===== src/rtl/axi_mst_read_ot.sv =====
// -----------------------------------------------------------------------------
// axi_mst_read_ot
// AXI3 read master that streams a run of fixed-length INCR bursts into an
// AXI-Stream sink while keeping up to MAX_OUTST bursts outstanding.
//
// Ports
//   clk, rst            : sole clock, synchronous active-high reset
//   START_REG           : level input, a rising edge requests a run
//   ADDR_REG, NBURST_REG: start byte address and burst count, latched at start
//   RIDLE_REG           : high while idle
//   DONE                : one-cycle pulse at the end of a run
//   RERR                : sticky, any non-OKAY rresp seen since the last start
//   m_axi_ar*           : AXI3 read address channel (master side)
//   m_axi_r*            : AXI3 read data channel, passed straight to m_axis_*
//   m_axis_t*           : AXI-Stream output
//   CYC_CNT, BEAT_CNT   : run cycle count / accepted R beats
//
// Configuration
//   AXI_MST_READ_OT_BW_CNT_EN : when defined, builds the saturating
//   CYC_CNT/BEAT_CNT counters; otherwise both outputs are tied to zero.
// -----------------------------------------------------------------------------
module axi_mst_read_ot #(
  parameter int ID_WIDTH       = 6,
  parameter int DATA_WIDTH     = 64,
  parameter int B_BURST_LENGTH = 4,
  parameter int BURST_LENGTH   = 15,
  parameter int MAX_OUTST      = 4
) (
  input  logic                      clk,
  input  logic                      rst,
  input  logic                      START_REG,
  input  logic [31:0]               ADDR_REG,
  input  logic [31:0]               NBURST_REG,
  output logic                      RIDLE_REG,
  output logic                      DONE,
  output logic                      RERR,
  output logic [ID_WIDTH-1:0]       m_axi_arid,
  output logic [31:0]               m_axi_araddr,
  output logic [B_BURST_LENGTH-1:0] m_axi_arlen,
  output logic [2:0]                m_axi_arsize,
  output logic [1:0]                m_axi_arburst,
  output logic [1:0]                m_axi_arlock,
  output logic [3:0]                m_axi_arcache,
  output logic [2:0]                m_axi_arprot,
  output logic [3:0]                m_axi_arqos,
  output logic                      m_axi_arvalid,
  input  logic                      m_axi_arready,
  input  logic [ID_WIDTH-1:0]       m_axi_rid,
  input  logic [DATA_WIDTH-1:0]     m_axi_rdata,
  input  logic [1:0]                m_axi_rresp,
  input  logic                      m_axi_rlast,
  input  logic                      m_axi_rvalid,
  output logic                      m_axi_rready,
  output logic                      m_axis_tvalid,
  output logic [DATA_WIDTH-1:0]     m_axis_tdata,
  output logic [DATA_WIDTH/8-1:0]   m_axis_tstrb,
  output logic                      m_axis_tlast,
  input  logic                      m_axis_tready,
  output logic [31:0]               CYC_CNT,
  output logic [31:0]               BEAT_CNT
);

  // Byte stride between consecutive bursts.
  localparam logic [31:0] BURST_BYTES = 32'((BURST_LENGTH + 1) * DATA_WIDTH / 8);
  // Outstanding counter is 5 bits wide, enough for MAX_OUTST up to 16.
  localparam logic [4:0]  MAX_OUT_L   = 5'(MAX_OUTST);

  typedef enum logic [1:0] {
    ST_IDLE  = 2'd0,
    ST_ISSUE = 2'd1,
    ST_DRAIN = 2'd2,
    ST_DONE  = 2'd3
  } state_t;

  state_t      state_r;
  logic        start_d_r;
  logic        start_pulse_r;
  logic        arvalid_r;
  logic [31:0] addr_r;
  logic [31:0] rem_r;
  logic [4:0]  out_r;
  logic        rerr_r;

  logic        ar_hs_s;
  logic        r_hs_s;
  logic        out_dec_s;
  logic        start_any_s;
  logic [4:0]  out_next_s;
  logic        unused_s;

  // rid is not needed: all bursts use ID 0 and return in order.
  assign unused_s    = ^m_axi_rid;

  assign ar_hs_s     = arvalid_r & m_axi_arready;
  assign r_hs_s      = m_axi_rvalid & m_axis_tready;
  // A stray rlast (e.g. from a burst abandoned by reset) never drives the count below zero.
  assign out_dec_s   = r_hs_s & m_axi_rlast & (out_r != 5'd0);
  assign start_any_s = (state_r == ST_IDLE) & start_pulse_r;

  // Next outstanding-burst count; simultaneous issue and completion cancel out.
  always_comb begin
    out_next_s = out_r;
    if (ar_hs_s && !out_dec_s) begin
      out_next_s = out_r + 5'd1;
    end else if (!ar_hs_s && out_dec_s) begin
      out_next_s = out_r - 5'd1;
    end else begin
      out_next_s = out_r;
    end
  end

  // Run sequencer: start edge detect, AR issue, outstanding tracking and error flag.
  always_ff @(posedge clk) begin
    if (rst) begin
      state_r       <= ST_IDLE;
      // Track the live level so a START held high across reset is not a new request.
      start_d_r     <= START_REG;
      start_pulse_r <= 1'b0;
      arvalid_r     <= 1'b0;
      addr_r        <= 32'd0;
      rem_r         <= 32'd0;
      out_r         <= 5'd0;
      rerr_r        <= 1'b0;
    end else begin
      start_d_r     <= START_REG;
      start_pulse_r <= START_REG & ~start_d_r;
      out_r         <= out_next_s;

      if (start_any_s) begin
        rerr_r <= 1'b0;
      end else if (r_hs_s && (m_axi_rresp != 2'b00)) begin
        rerr_r <= 1'b1;
      end else begin
        rerr_r <= rerr_r;
      end

      case (state_r)
        ST_IDLE: begin
          arvalid_r <= 1'b0;
          if (start_pulse_r) begin
            if (NBURST_REG != 32'd0) begin
              addr_r    <= ADDR_REG;
              rem_r     <= NBURST_REG;
              arvalid_r <= 1'b1;
              state_r   <= ST_ISSUE;
            end else begin
              state_r   <= ST_DONE;
            end
          end
        end
        ST_ISSUE: begin
          if (ar_hs_s) begin
            addr_r <= addr_r + BURST_BYTES;
            rem_r  <= rem_r - 32'd1;
            if (rem_r == 32'd1) begin
              arvalid_r <= 1'b0;
              state_r   <= ST_DRAIN;
            end else begin
              arvalid_r <= (out_next_s < MAX_OUT_L);
            end
          end else begin
            // Once raised, arvalid stays up with a stable address until accepted.
            arvalid_r <= arvalid_r | (out_next_s < MAX_OUT_L);
          end
        end
        ST_DRAIN: begin
          arvalid_r <= 1'b0;
          if (out_r == 5'd0) begin
            state_r <= ST_DONE;
          end
        end
        ST_DONE: begin
          arvalid_r <= 1'b0;
          state_r   <= ST_IDLE;
        end
        default: begin
          arvalid_r <= 1'b0;
          state_r   <= ST_IDLE;
        end
      endcase
    end
  end

  assign RIDLE_REG     = (state_r == ST_IDLE);
  assign DONE          = (state_r == ST_DONE);
  assign RERR          = rerr_r;

  assign m_axi_arvalid = arvalid_r;
  assign m_axi_araddr  = addr_r;
  assign m_axi_arid    = {ID_WIDTH{1'b0}};
  assign m_axi_arlen   = B_BURST_LENGTH'(BURST_LENGTH);
  assign m_axi_arsize  = 3'($clog2(DATA_WIDTH / 8));
  assign m_axi_arburst = 2'b01;
  assign m_axi_arlock  = 2'b00;
  assign m_axi_arcache = 4'b0011;
  assign m_axi_arprot  = 3'b000;
  assign m_axi_arqos   = 4'b0000;

  // R channel goes straight through to the stream with no buffering.
  assign m_axis_tvalid = m_axi_rvalid;
  assign m_axis_tdata  = m_axi_rdata;
  assign m_axis_tlast  = m_axi_rlast;
  assign m_axis_tstrb  = {(DATA_WIDTH/8){1'b1}};
  assign m_axi_rready  = m_axis_tready;

`ifdef AXI_MST_READ_OT_BW_CNT_EN
  logic [31:0] cyc_cnt_r;
  logic [31:0] beat_cnt_r;

  function automatic logic [31:0] sat_inc(input logic [31:0] v);
    return (v == 32'hFFFF_FFFF) ? v : v + 32'd1;
  endfunction

  // Bandwidth counters: the accept cycle counts as 1, then every non-idle cycle
  // through DONE; both values hold once the run is back in IDLE.
  always_ff @(posedge clk) begin
    if (rst) begin
      cyc_cnt_r  <= 32'd0;
      beat_cnt_r <= 32'd0;
    end else if (start_any_s) begin
      cyc_cnt_r  <= 32'd1;
      beat_cnt_r <= 32'd0;
    end else begin
      if (state_r != ST_IDLE) begin
        cyc_cnt_r <= sat_inc(cyc_cnt_r);
      end
      if (((state_r == ST_ISSUE) || (state_r == ST_DRAIN)) && r_hs_s) begin
        beat_cnt_r <= sat_inc(beat_cnt_r);
      end
    end
  end

  assign CYC_CNT  = cyc_cnt_r;
  assign BEAT_CNT = beat_cnt_r;
`else
  assign CYC_CNT  = 32'd0;
  assign BEAT_CNT = 32'd0;
`endif

endmodule


===== config.mk =====
export PLATFORM = sky130hd
export DESIGN_NAME = axi_mst_read_ot
export DESIGN_NICKNAME = d
export VERILOG_FILES = /design/src/rtl/axi_mst_read_ot.sv
export SDC_FILE = /design/constraint.sdc
export NUM_CORES = 1
export LEC_CHECK = 0
export BUFFER_PORTS_ARGS = -buffer_cell sky130_fd_sc_hd__buf_2
export CORE_ASPECT_RATIO = 0.75
export CORE_MARGIN = 1
export CORE_UTILIZATION = 35
export DETAILED_ROUTE_END_ITERATION = 6
export PLACE_DENSITY_LB_ADDON = 0.25
export SYNTH_ARGS = -nofsm -noshare
export SYNTH_HDL_FRONTEND = slang
export SYNTH_SLANG_ARGS = --single-unit

===== constraint.sdc =====
create_clock -name clk -period 5.3 [get_ports clk]
set_input_delay 1.06 -clock clk [delete_from_list [all_inputs] [get_ports clk]]
set_output_delay 1.06 -clock clk [all_outputs]
set_load 0.02 [all_outputs]

---- Yosys cells after proc, flatten, opt, wreduce, memory -nomap -nowiden ----
Index checks and enable logic that the tools add are counted.
operators by class
  reduce and logical (&&, ||, !) cells .... 15
  mux-type cells .......................... 21
  bitwise gates (word level) .............. 8
  equality and inequality tests ........... 9
  add/sub/neg operators ................... 4
  $lt $le $gt $ge ......................... 1
operators by type and width
  cell                     number
  $mux W32                 6
  $pmux W32 S2             2
  $add A32 B8 Y32 const B  1
  $eq A32 B1 Y1 const B    1
  $reduce_bool A32 Y1      1
  $sub A32 B1 Y32 const B  1
  $mux W2                  5
  $mux W5                  2
  $pmux W2 S4              1
  $reduce_and A4 Y1        2
  $and A1 B1 Y1            6
  $ne A2 B2 Y1 const B     3
  $add A5 B1 Y5 const B    1
  $logic_not A5 Y1         1
  $lt A5 B3 Y1 const B     1
  $reduce_bool A5 Y1       1
  $sub A5 B1 Y5 const B    1
  $eq A2 B2 Y1 const B     2
  $mux W1                  4
  $ne A2 B1 Y1 const B     2
  $reduce_bool A2 Y1       2
  $reduce_or A2 Y1         2
  $logic_and A1 B1 Y1      3
  $pmux W1 S3              1
  other kinds (5)          6
storage, ports and cells
  output and inout port bits .............. 203
  logic and storage cells ................. 66
  bits of input ports ..................... 143
  flip-flop bits (word level) ............. 75

---- Longest topological paths before layout ----
Gate-level depths: netlist of run 1.
  depth in word-level cells ............... 10
  mapped depth ............................ 12
  mapped depth without buffers ............ 12

---- Worst setup path after synthesis of run 1 ----
OpenSTA, ideal clock, no wires.
  kind .................................... input port to flip-flop
  from .................................... input port m_axi_arready
  to ...................................... register arvalid_r, in the netlist m_axi_arvalid
  library setup time ...................... 0.131 ns
  stages .................................. 9
  path slack .............................. 2.468 ns
  arrival ................................. 2.702 ns
  required time ........................... 5.169 ns
  buffers on the path ..................... 1
  cells stage by stage .................... nand2_1 -> inv_1 -> clkbuf_1 -> ha_1 -> nand2b_1 -> o41ai_1 -> xnor2_1 -> a32oi_1 -> o22ai_1
on the way
  longest elaborated chain between the ends .. 9
  elaborated cells on any way between the ends .. 11
  those cells by class .................... order compare (1); mux (5); bitwise (2); reduce/logical (3)
RTL lines
  what                                     RTL line  RTL
  start: declaration                       47        input logic m_axi_arready,
  $and A1 B1 Y1 (*)                        94        assign ar_hs_s = arvalid_r & m_axi_arready;
  $logic_not A1 Y1                         105       end else if (!ar_hs_s && out_dec_s) begin
  $logic_and A1 B1 Y1                      105
  $mux W5                                  105
  $mux W5                                  103       if (ar_hs_s && !out_dec_s) begin
  $lt A5 B3 Y1                             159, 163
  $or A1 B1 Y1 or $mux W1 (tied branches)  163, 155
  $mux W1 (*)                              152       if (ar_hs_s) begin
  $pmux W1 S3 (*)                          137       case (state_r)
  end signal: assignment                   159       arvalid_r <= (out_next_s < MAX_OUT_L);
  end signal: assignment                   163       arvalid_r <= arvalid_r | (out_next_s < MAX_OUT_L);
  end: declaration                         78        logic arvalid_r;
Mark *: on every way between the ends. The rest lies on a longest branch, timed or not.
A chain may end at the register's enable or synchronous reset.

---- Final worst setup path of run 1 ----
  from .................................... input port NBURST_REG[19]
  to ...................................... register rem_r[7]
on the way
  longest elaborated chain between the ends .. 3
RTL lines
  what                                RTL line  RTL
  start: declaration                  33        input logic [31:0] NBURST_REG,
  $reduce_bool A32 Y1                 141       if (NBURST_REG != 32'd0) begin
  $ne A2 B1 Y1 (no source line)       -
  $reduce_and A4 Y1 (no source line)  -
  end signal: assignment              154       rem_r <= rem_r - 32'd1;
  end: declaration                    80        logic [31:0] rem_r;
Every way passes these cells.

==> results of run 1 <==
## synth_stat cells (6+ instances only)
cell type and n:
a2bb2oi_1 10, nand3_1 20, nor3_1 26, inv_1 19, nor4_1 20, buf_4 167, or3_1 8, clkbuf_1 39
a21oi_1 51, o22ai_1 6, and3_1 10, o21ai_0 17, nand4_1 15, a22oi_1 10, o32ai_1 37, a31oi_1 19
ha_1 11, nor2_1 40, dfxtp_1 75, o31ai_1 8, nand2_1 74, mux2i_1 14, and4_1 7, a211oi_1 13
buf_2 17
## registers in the layout (all words and copies together) (netlist names)
name,cells
RERR,1
m_axi_araddr,32
m_axi_arvalid,1
out_r,5
rem_r,32
start_d_r,1
start_pulse_r,1
state_r,2
## final cells by class
| cell class | instances | area share, % |
|---|---|---|
| timing repair buffer | 126 | 10.4 |
| sequential | 75 | 23.4 |
| inverter | 19 | 1.11 |
| tap | 242 | 4.71 |
| multi-input combinational | 593 | 56.2 |
| clock inverter | 6 | 0.642 |
| clock buffer | 10 | 3.56 |
## cells by family after synthesis
logic type / after synthesis / share of synthesized area [%]
other: 2 / 0.119
multiplexers: 14 / 2.22
AO/OA/AOI/OAI: 213 / 24.6
buffers and inverters: 244 / 24.8
flip-flops: 75 / 23.8
adder cells (fa/ha/maj): 11 / 2.18
XOR/XNOR: 3 / 0.416
AND/OR/NAND/NOR: 252 / 21.9
## worst paths after layout
kind	cells after the start	to	slack (ns)	from
setup / recovery	7	rem_r[7]	2.23	NBURST_REG[19]
hold / removal	1	start_pulse_r	0.40	start_d_r
hold reg to reg	1	start_pulse_r	0.40	start_d_r
setup reg to reg	8	m_axi_araddr[17]	2.55	state_r[0]
## stage by stage
step / utilization (%) / setup WS, ns / cells / hold WS, ns / cell area [sq um]
floorplan: - / 2.47 / 912 / 0.372 / 6680
global placement: 34.9 / 1.91 / 1055 / 0.381 / 6160
detailed placement: 34.9 / 1.95 / 1055 / 0.387 / 6160
CTS: 36.4 / 2.29 / 1071 / 0.402 / 6430
global route: 36.4 / 2.03 / 1071 / 0.425 / 6430
finish: 36.4 / 2.23 / 1071 / 0.400 / 6430
## critical path, delay by kind of cell
family                 cells  cell delay, ns
AOI/OAI and AO/OA          3            0.82
buffers and inverters      2            0.46
and+or+nand+nor            2            1.00
## per-layer routing
| layer | part of all wire [%] | routed length (um) | global-route usage [%] | vias to the layer above |
|---|---|---|---|---|
| met5 | 0 | 0 | 0 | - |
| met4 | 0.67 | 132 | 3.76 | 0 |
| met3 | 9.5 | 1870 | 6.56 | 12 |
| met2 | 39 | 7700 | 26.9 | 307 |
| met1 | 50 | 9890 | 33.6 | 2738 |
| li1 | - | - | - | 2786 |
## where the power goes
part / switching, W / internal, W / total, W
sequential: 0.000239 / 0.000741 / 0.000980
combinational: 0.00143 / 0.000733 / 0.00217
clock: 0.000274 / 0.000318 / 0.000592
total: 0.00195 / 0.00179 / 0.00374
==> metrics.yaml, run 1 <==
min_path_type: "register to register"
register_area_sq_mm: 0.00150
seq_area_frac_synth_pct: 23.8
final_common_cell: "buf_2"
crit_path_max_fanout: 19
min_period_over_period_pct: 57.9
vias: 5843
cts_resized: 0
setup_tns_ns: 0
via_per_inst: 5.46
drt_iter0_markers: 573
dieArea_sq_mm: 0.0186
io_buffers: 111
wl_per_cell_um: 18.3
grt_pass1_wl_um: 30500
holdBufCountCts: 0
start_util_pct: 35.7
clk-insertion-delay-late_ns: 0.35
slew_viol_final: 0
p_leak_nw: 2.63
slowest_delay_ns: 0.57
grtUsageTotal_pct: 21.1
cts.reportedPaths.clkPinSlew_ns: 0.06
tritoncts: "done"
nNetsFinal: 978
period_minus_slack_ns: 3.07
nFillCells: 1923
tightest_slew_ns: 0.937
cp.arrival_ns: 3.36
grt_overflow: 0
grt_max_degree: 75
numCtsBuffers: 9
synth.area.top_cells: "dfxtp_1 24%, buf_4 20%, o32ai_1 5.1%, nand2_1 4.4%, a21oi_1 4.0%"
cts_setup_buffers: 0
grt_pass1_vias: 5203
drive_above_1_share_pct: 19.4
fmax_mhz: 326
max-cap-violations: 0
slew_headroom_pct: 37.5
core_area_sq_mm: 0.0177
synthArstFlopShare_pct: 0
layout_common_cells: "111 x buf_2, 100 x conb_1, 75 x dfxtp_1"
pwr_density_cell_mw_per_mm2: 581
p_total_w: 0.00374
cts-root-buf: "clkbuf_16"
setup_violations: 0
yosysWarnings: 0
dieWidth_um: 157
status: "finished clean"
clk_path_buf_depth: 2
dr.pass1.iters: 5
cpMaxStageDelayCell: "nor4_1"
yosys.area.top_type: "dfxtp_1"
cp-end-kind: "register"
diodes: 0
drc: 0
yosysUniqueCellTypes: 67
num_rows: 42
rsz0062_at_grt: "no"
worstPathRequired_ns: 5.59
syn_area_per_cell_sq_um: 7.75
area_growth_syn_to_layout_pct: 1.86
peakVddDrop_mv: 0.289
wirelength_um: 19600
hold_viol: 0
synth-main-ff-cell: "dfxtp_1"
htreeDepth: 3
synth.top_cell.area_share_pct: 23.8
synth_area_sq_mm: 0.00631
synth-edff-count: 0
drtAntennaViolNets: 0
place_congestion: 0.805
antenna_found_initial: 0
path_class: "input port to register"
io_pins: 346
dp_hpwl_um: 13400
netlist_instances: 814
path_cells: "buf_2 -> nor4_1 -> and4_1 -> a21o_1 -> buf_4 -> a22o_1 -> a32o_1"
multi_input_area_sq_mm: 0.00361
synth_seq_cells: 75
die_h_um: 118
skew_ns: 0.00700
critPathLaunchType: "input port"
clock-sinks: 75
Note: power is estimated with default switching activity, not from simulation.
==> inputs of run 2 (changes only) <==
==> constraint.sdc (replaced) <==
create_clock -name clk -period 2.7 [get_ports clk]
set_input_delay 0.54 -clock clk [delete_from_list [all_inputs] [get_ports clk]]
set_output_delay 0.54 -clock clk [all_outputs]
set_load 0.02 [all_outputs]
==> run 2 against run 1 <==
Compared with the run above:
- register-to-register slack got worse by 2.3 ns
- wire length about the same
- worst hold slack got worse by 0.094 ns
- total power increased by 100%
- via count increased by 1.5%
- first-iteration DRC count decreased by 13%
- global-route usage increased by 0.16 points
- worst setup slack got worse by 2.0 ns
- clock power increased by 110%
- highest routed layer unchanged
==> metrics.yaml, run 2 (synthesis results as in run 1) <==
cp-end-kind: "register"
min_path_type: "input port to register"
path_class: "register to register"
final_area_sq_mm: 0.00664
wirelength_um: 19600
drt_iter0_markers: 499
dr.pass1.iters: 5
setup_tns_ns: 0
num_rows: 42
multi_input_area_sq_mm: 0.00363
drive_above_1_share_pct: 21.2
dp_hpwl_um: 13700
critPathLaunchType: "register"
peakVddDrop_mv: 0.630
min_path_cells: 1
antenna_found_initial: 0
skew_ns: 0.00971
max-cap-violations: 0
cp.arrival_ns: 2.67
cpMaxStageDelayCell: "or4_1"
critPathBufInv: 3
dieWidth_um: 157
rsz0062_at_grt: "no"
pwr_density_cell_mw_per_mm2: 1150
tightest_slew_ns: 0.880
fin_cells: 1087
start_util_pct: 35.7
io_pins: 346
grt_max_degree: 76
crit_family: "simple AND/OR/NAND/NOR gates"
vias: 5930
core_area_sq_mm: 0.0177
io_buffers: 111
fmax_mhz: 409
dpl-instance-area_sq_mm: 0.00633
wl_per_cell_um: 18.0
tritoncts: "done"
grt_pass1_wl_um: 30700
area_growth_syn_to_layout_pct: 5.21
clk-insertion-delay-late_ns: 0.35
numCtsBuffers: 9
slew_viol_final: 0
crit_path_max_fanout: 4
final_common_cell: "buf_2"
slew_headroom_pct: 40.7
slowest_delay_ns: 0.46
cts.reportedPaths.clkPinSlew_ns: 0.06
cts-root-buf: "clkbuf_16"
r2r_cells: 12
htreeDepth: 3
register_area_sq_mm: 0.00150
path_cells: "inv_1 -> ha_1 -> inv_1 -> or4_1 -> nand4_1 -> inv_1 -> ha_1 -> nand2b_1 -> o21ai_0 -> xnor2_1 -> a32oi_1 -> o22ai_1"
grt_overflow: 0
layout_common_cells: "111 x buf_2, 100 x conb_1, 74 x dfxtp_1, 74 x nand2_1, 51 x a21oi_1"
dieArea_sq_mm: 0.0186
min_period_over_period_pct: 90.6
period_minus_slack_ns: 2.45
drtAntennaViolNets: 0
dp_cells: 1071
nNetsFinal: 994
grtUsageTotal_pct: 21.3
setup_violations: 0
hold_viol: 0
clk_path_buf_depth: 2
clock-sinks: 75
via_per_inst: 5.46
status: "finished clean"
diodes: 0
critical_path_depth: 12
p_leak_nw: 2.76
nFillCells: 1922
drc: 0
worstPathRequired_ns: 2.93
crit_top_cell: "inv_1"
cts_setup_buffers: 0
place_congestion: 0.812
grt_pass1_vias: 5295
die_h_um: 118
## run 2: cell count changes in the layout (fill, tap and decap cells not counted), sizes merged
| cell | delta |
|---|---|
| clkbuf | +1 |
| clkinv | +1 |
| buf | +16 |
| bufinv | +1 |
| inv | -1 |
| clkinvlp | -2 |
## run 2: area by class of cell
cell class                 count  share of cell area [%]
clock buffer                  11                    3.66
clock inverter                 5                   0.791
multi-input combinational    593                    54.7
inverter                      19                    1.07
timing repair buffer         142                    12.6
tap                          242                    4.56
sequential                    75                    22.6
## run 2: power breakdown
part / leakage [nW] / internal (W) / total, W / switching (W)
combinational: 2.00 / 0.00161 / 0.00447 / 0.00286
clock: 0.145 / 0.000737 / 0.00124 / 0.000504
sequential: 0.614 / 0.00145 / 0.00192 / 0.000470
## run 2: timing repair
| item | CTS | global route |
|---|---|---|
| setup endpoints to repair | 0 | 1 |
| endpoints found under the hold margin | 0 | 0 |
| hold buffers | 0 | 0 |
| gates resized for setup | 0 | 3 |
## run 2: layer usage
layer	track usage (%)	wire [um]	up-vias	share of wire (%)
li1	-	-	2815	-
met1	32.9	9720	2804	50
met2	26.6	7630	288	39
met3	7.85	2050	23	10
met4	5.28	201	0	1.0
met5	0	0	-	0
## run 2: worst reg2reg max path: stages (launching register included)
cell      delay (ns)
dfxtp_1         0.34
inv_1           0.08
ha_1            0.13
inv_1           0.06
or4_1           0.46
nand4_1         0.19
inv_1           0.07
ha_1            0.19
nand2b_1        0.16
o21ai_0         0.13
xnor2_1         0.16
a32oi_1         0.23
o22ai_1         0.11
## run 2: worst paths after layout
path                                start             to  slack, ns
worst max register to register   out_r[1]  m_axi_arvalid       0.25
worst min register to register  start_d_r  start_pulse_r       0.39
worst min-delay path            START_REG      start_d_r       0.31
worst max-delay path             out_r[1]  m_axi_arvalid       0.25
## run 2: through the flow
stage	worst slack (ns)	power [W]	hold slack, ns	utilization, %
after floorplan	0.388	0.00527	0.372	-
after global placement	0.253	0.00634	0.385	35.8
after detailed placement	0.228	0.00633	0.385	35.8
after CTS	0.206	0.00759	0.293	37.5
after global routing	0.0251	0.00820	0.295	37.6
final	0.254	0.00764	0.305	37.6
==> inputs of run 3 (changes only) <==
--- a/config.mk
+++ b/config.mk
@@ -5,11 +5,12 @@
 export SDC_FILE = /design/constraint.sdc
 export NUM_CORES = 1
 export LEC_CHECK = 0
-export BUFFER_PORTS_ARGS = -buffer_cell sky130_fd_sc_hd__buf_2
+export ABC_AREA = 1
 export CORE_ASPECT_RATIO = 0.75
 export CORE_MARGIN = 1
 export CORE_UTILIZATION = 35
 export DETAILED_ROUTE_END_ITERATION = 6
+export DONT_BUFFER_PORTS = 1
 export PLACE_DENSITY_LB_ADDON = 0.25
 export SYNTH_ARGS = -nofsm -noshare
 export SYNTH_HDL_FRONTEND = slang
==> run 3 against run 2 <==
Compared with the run above:
- largest cell class unchanged
- via count about the same
- area after synthesis up 2.9%
- critical path depth up 4
- worst hold slack worse by 0.083 ns
- fmax up 4.9%
- cell area down 6.7%
- clock power down 8%
- combinational power down 62%
- global-route usage down 1.9 points
- worst setup slack better by 0.11 ns
==> metrics.yaml, run 3 <==
synthTopCellsByCount: "308 x nand2_1, 203 x nor2_1, 168 x buf_4, 75 x dfxtp_1, 67 x inv_1"
numCtsBuffers: 9
vias: 5934
grt_pass1_vias: 5279
synth-main-ff-cell: "dfxtp_1"
p_leak_nw: 2.73
dp_hpwl_um: 14100
worstPathRequired_ns: 2.97
wirelength_um: 18500
clk-insertion-delay-late_ns: 0.35
dr.pass1.iters: 5
cts-root-buf: "clkbuf_16"
synth_area_sq_mm: 0.00649
power.internal_w: 0.00239
synth.area.top_cells: "dfxtp_1 23%, buf_4 19%, nand2_1 18%, nor2_1 12%, nand3_1 5.0%"
io_buffers: 0
synthAdderAreaFrac_pct: 2.12
fmax_mhz: 429
syn_area_per_cell_sq_um: 5.90
switchingPower_w: 0.00185
yosys.area.top_type: "dfxtp_1"
synth-edff-count: 0
peakVddDrop_mv: 0.262
grt_max_degree: 59
holdBufCountCts: 0
synth-compound-area-share_pct: 10.1
place_congestion: 0.890
dieArea_sq_mm: 0.0191
status: "finished clean"
muxShareOfSynthArea_pct: 0
r2r_cells: 16
synth.top_cell.area_share_pct: 23.1
crit_path_max_fanout: 6
clock-sinks: 75
seq_area_frac_synth_pct: 23.1
slew_viol_final: 0
nNetsFinal: 1178
slowest_delay_ns: 0.40
synth.most_common_cell: "nand2_1"
netlist_instances: 1100
tritoncts: "done"
critPathLaunchType: "register"
power.share.clock_pct: 27.0
htreeDepth: 3
cts_resized: 0
slew_headroom_pct: 43.3
cp.arrival_ns: 2.61
cp-end-kind: "register"
cts_setup_buffers: 0
yosys.area_share.xor_xnor_pct: 0.675
drive_above_1_share_pct: 3.89
skew_ns: 0.00697
cts.reportedPaths.clkPinSlew_ns: 0.05
antenna_found_initial: 0
cpMaxStageDelayCell: "dfxtp_1"
grt_overflow: 0
grt_pass1_wl_um: 29000
r2r_end: "m_axi_arvalid"
core_area_sq_mm: 0.0179
yosysWarnings: 0
r2r_slack_ns: 0.37
hold_viol: 0
area_growth_syn_to_layout_pct: -4.63
drc: 0
rsz0062_at_grt: "no"
tightest_slew_ns: 0.849
path_class: "register to register"
io_pins: 346
min_from: "START_REG"
synth_seq_cells: 75
min_path_cells: 0
drt_iter0_markers: 533
power_frac_comb_pct: 40.0
num_rows: 42
setup_violations: 0
drtAntennaViolNets: 0
wl_per_cell_um: 14.5
crit_top_cell: "nand2_1"
synth_top_family_by_area: "simple AND/OR/NAND/NOR gates"
max-cap-violations: 0
synth-simple-area-share_pct: 38.4
layout_common_cells: "308 x nand2_1, 203 x nor2_1, 100 x conb_1"
rr_startpoint: "out_r[0]"
min_path_type: "input port to register"
dieWidth_um: 159
yosysUniqueCellTypes: 29
holdWs_ns: 0.222
die_h_um: 120
seq_power_share_pct: 33.0
switching_share_pct: 43.7
period_minus_slack_ns: 2.33
synthArstFlopShare_pct: 0
clk_path_buf_depth: 2
min_period_over_period_pct: 86.4
grtUsageTotal_pct: 19.4
final_common_cell: "nand2_1"
setup_tns_ns: 0
pwr_density_cell_mw_per_mm2: 685
path_cells: "inv_1 -> ha_1 -> nand2_1 -> nor2_1 -> nand2_1 -> nand4_1 -> ha_1 -> nor2_1 -> nand3_1 -> nand2_1 -> nand2_1 -> nand2_1 -> nand3_1 -> nand2_1 -> nand2_1 -> a21oi_1"
via_per_inst: 4.68
worstHoldEndpoint: "start_d_r"
start_util_pct: 36.2
diodes: 0
run 3: cell count changes in the layout (fill, tap and decap cells not counted), moves of 14 or more:
cell     change
o21ai_0     +35
nand2_1    +234
a31oi_1     -18
o32ai_1     -37
buf_4       -17
nor2_1     +163
inv_1       +49
mux2i_1     -14
buf_2      -111
nor4_1      -20
nand3_1     +45
nor3_1      -18
run 3: worst max-delay path by stage:
stage                         end  slack [ns]  cells after the start      from
floorplan           m_axi_arvalid        0.77                     16  out_r[0]
global route        m_axi_arvalid        0.04                     16  out_r[0]
global placement    m_axi_arvalid        0.38                     16  out_r[0]
finish              m_axi_arvalid        0.37                     16  out_r[0]
detailed placement  m_axi_arvalid        0.38                     16  out_r[0]
CTS                 m_axi_arvalid        0.35                     16  out_r[0]
run 3: layer usage:
layer | track usage [%] | routed length [um] | part of all wire [%] | up-vias
li1 | - | - | - | 3052
met1 | 29.0 | 9460 | 51 | 2638
met2 | 26.5 | 7280 | 39 | 226
met3 | 6.33 | 1540 | 8.3 | 18
met4 | 4.09 | 172 | 0.93 | 0
met5 | 0 | 0 | 0 | -
run 3: power by group through the flow:
stage          clock [W]  sequential, W  combinational [W]
6_report         0.00114        0.00140            0.00170
5_1_grt          0.00123        0.00142            0.00195
4_1_cts          0.00118        0.00140            0.00169
3_5_place_dp           0        0.00142            0.00168
2_1_floorplan          0        0.00138            0.00156
3_3_place_gp           0        0.00142            0.00168
run 3: worst max-delay path, delay by kind of cell, from the launching register on:
family | cells | cell delay, ns
AOI/OAI and AO/OA | 1 | 0.11
buffers and inverters | 1 | 0.09
DFF | 1 | 0.40
adders and majority gates | 2 | 0.50
and+or+nand+nor | 12 | 1.16
run 3: stage by stage:
stage	worst slack (ns)	instance area [sq um]	util (%)	power, W	cells
finish	0.367	6190	34.6	0.00424	1269
global route	0.0416	6190	34.6	0.00459	1269
floorplan	0.773	6860	-	0.00294	1198
global placement	0.384	5920	33.1	0.00310	1255
CTS	0.350	6190	34.6	0.00426	1269
detailed placement	0.381	5920	33.1	0.00310	1255
run 3: final cells by class:
type / instances / area, sq um
clock inverter: 2 / 12.5
sequential: 75 / 1500
fill: 2057 / 11700
timing repair buffer: 14 / 155
multi-input combinational: 856 / 3710
tap: 242 / 303
inverter: 68 / 255
clock buffer: 12 / 256
run 3: cells by family (layout without fill, tap and decap cells):
group | count (synthesis) | in the layout
simple gates | 616 | 616
buf+inv | 267 | 96
compound gates | 124 | 124
flops | 75 | 75
fa+ha+maj | 11 | 11
xor+xnor | 5 | 5
other cells | 2 | 100
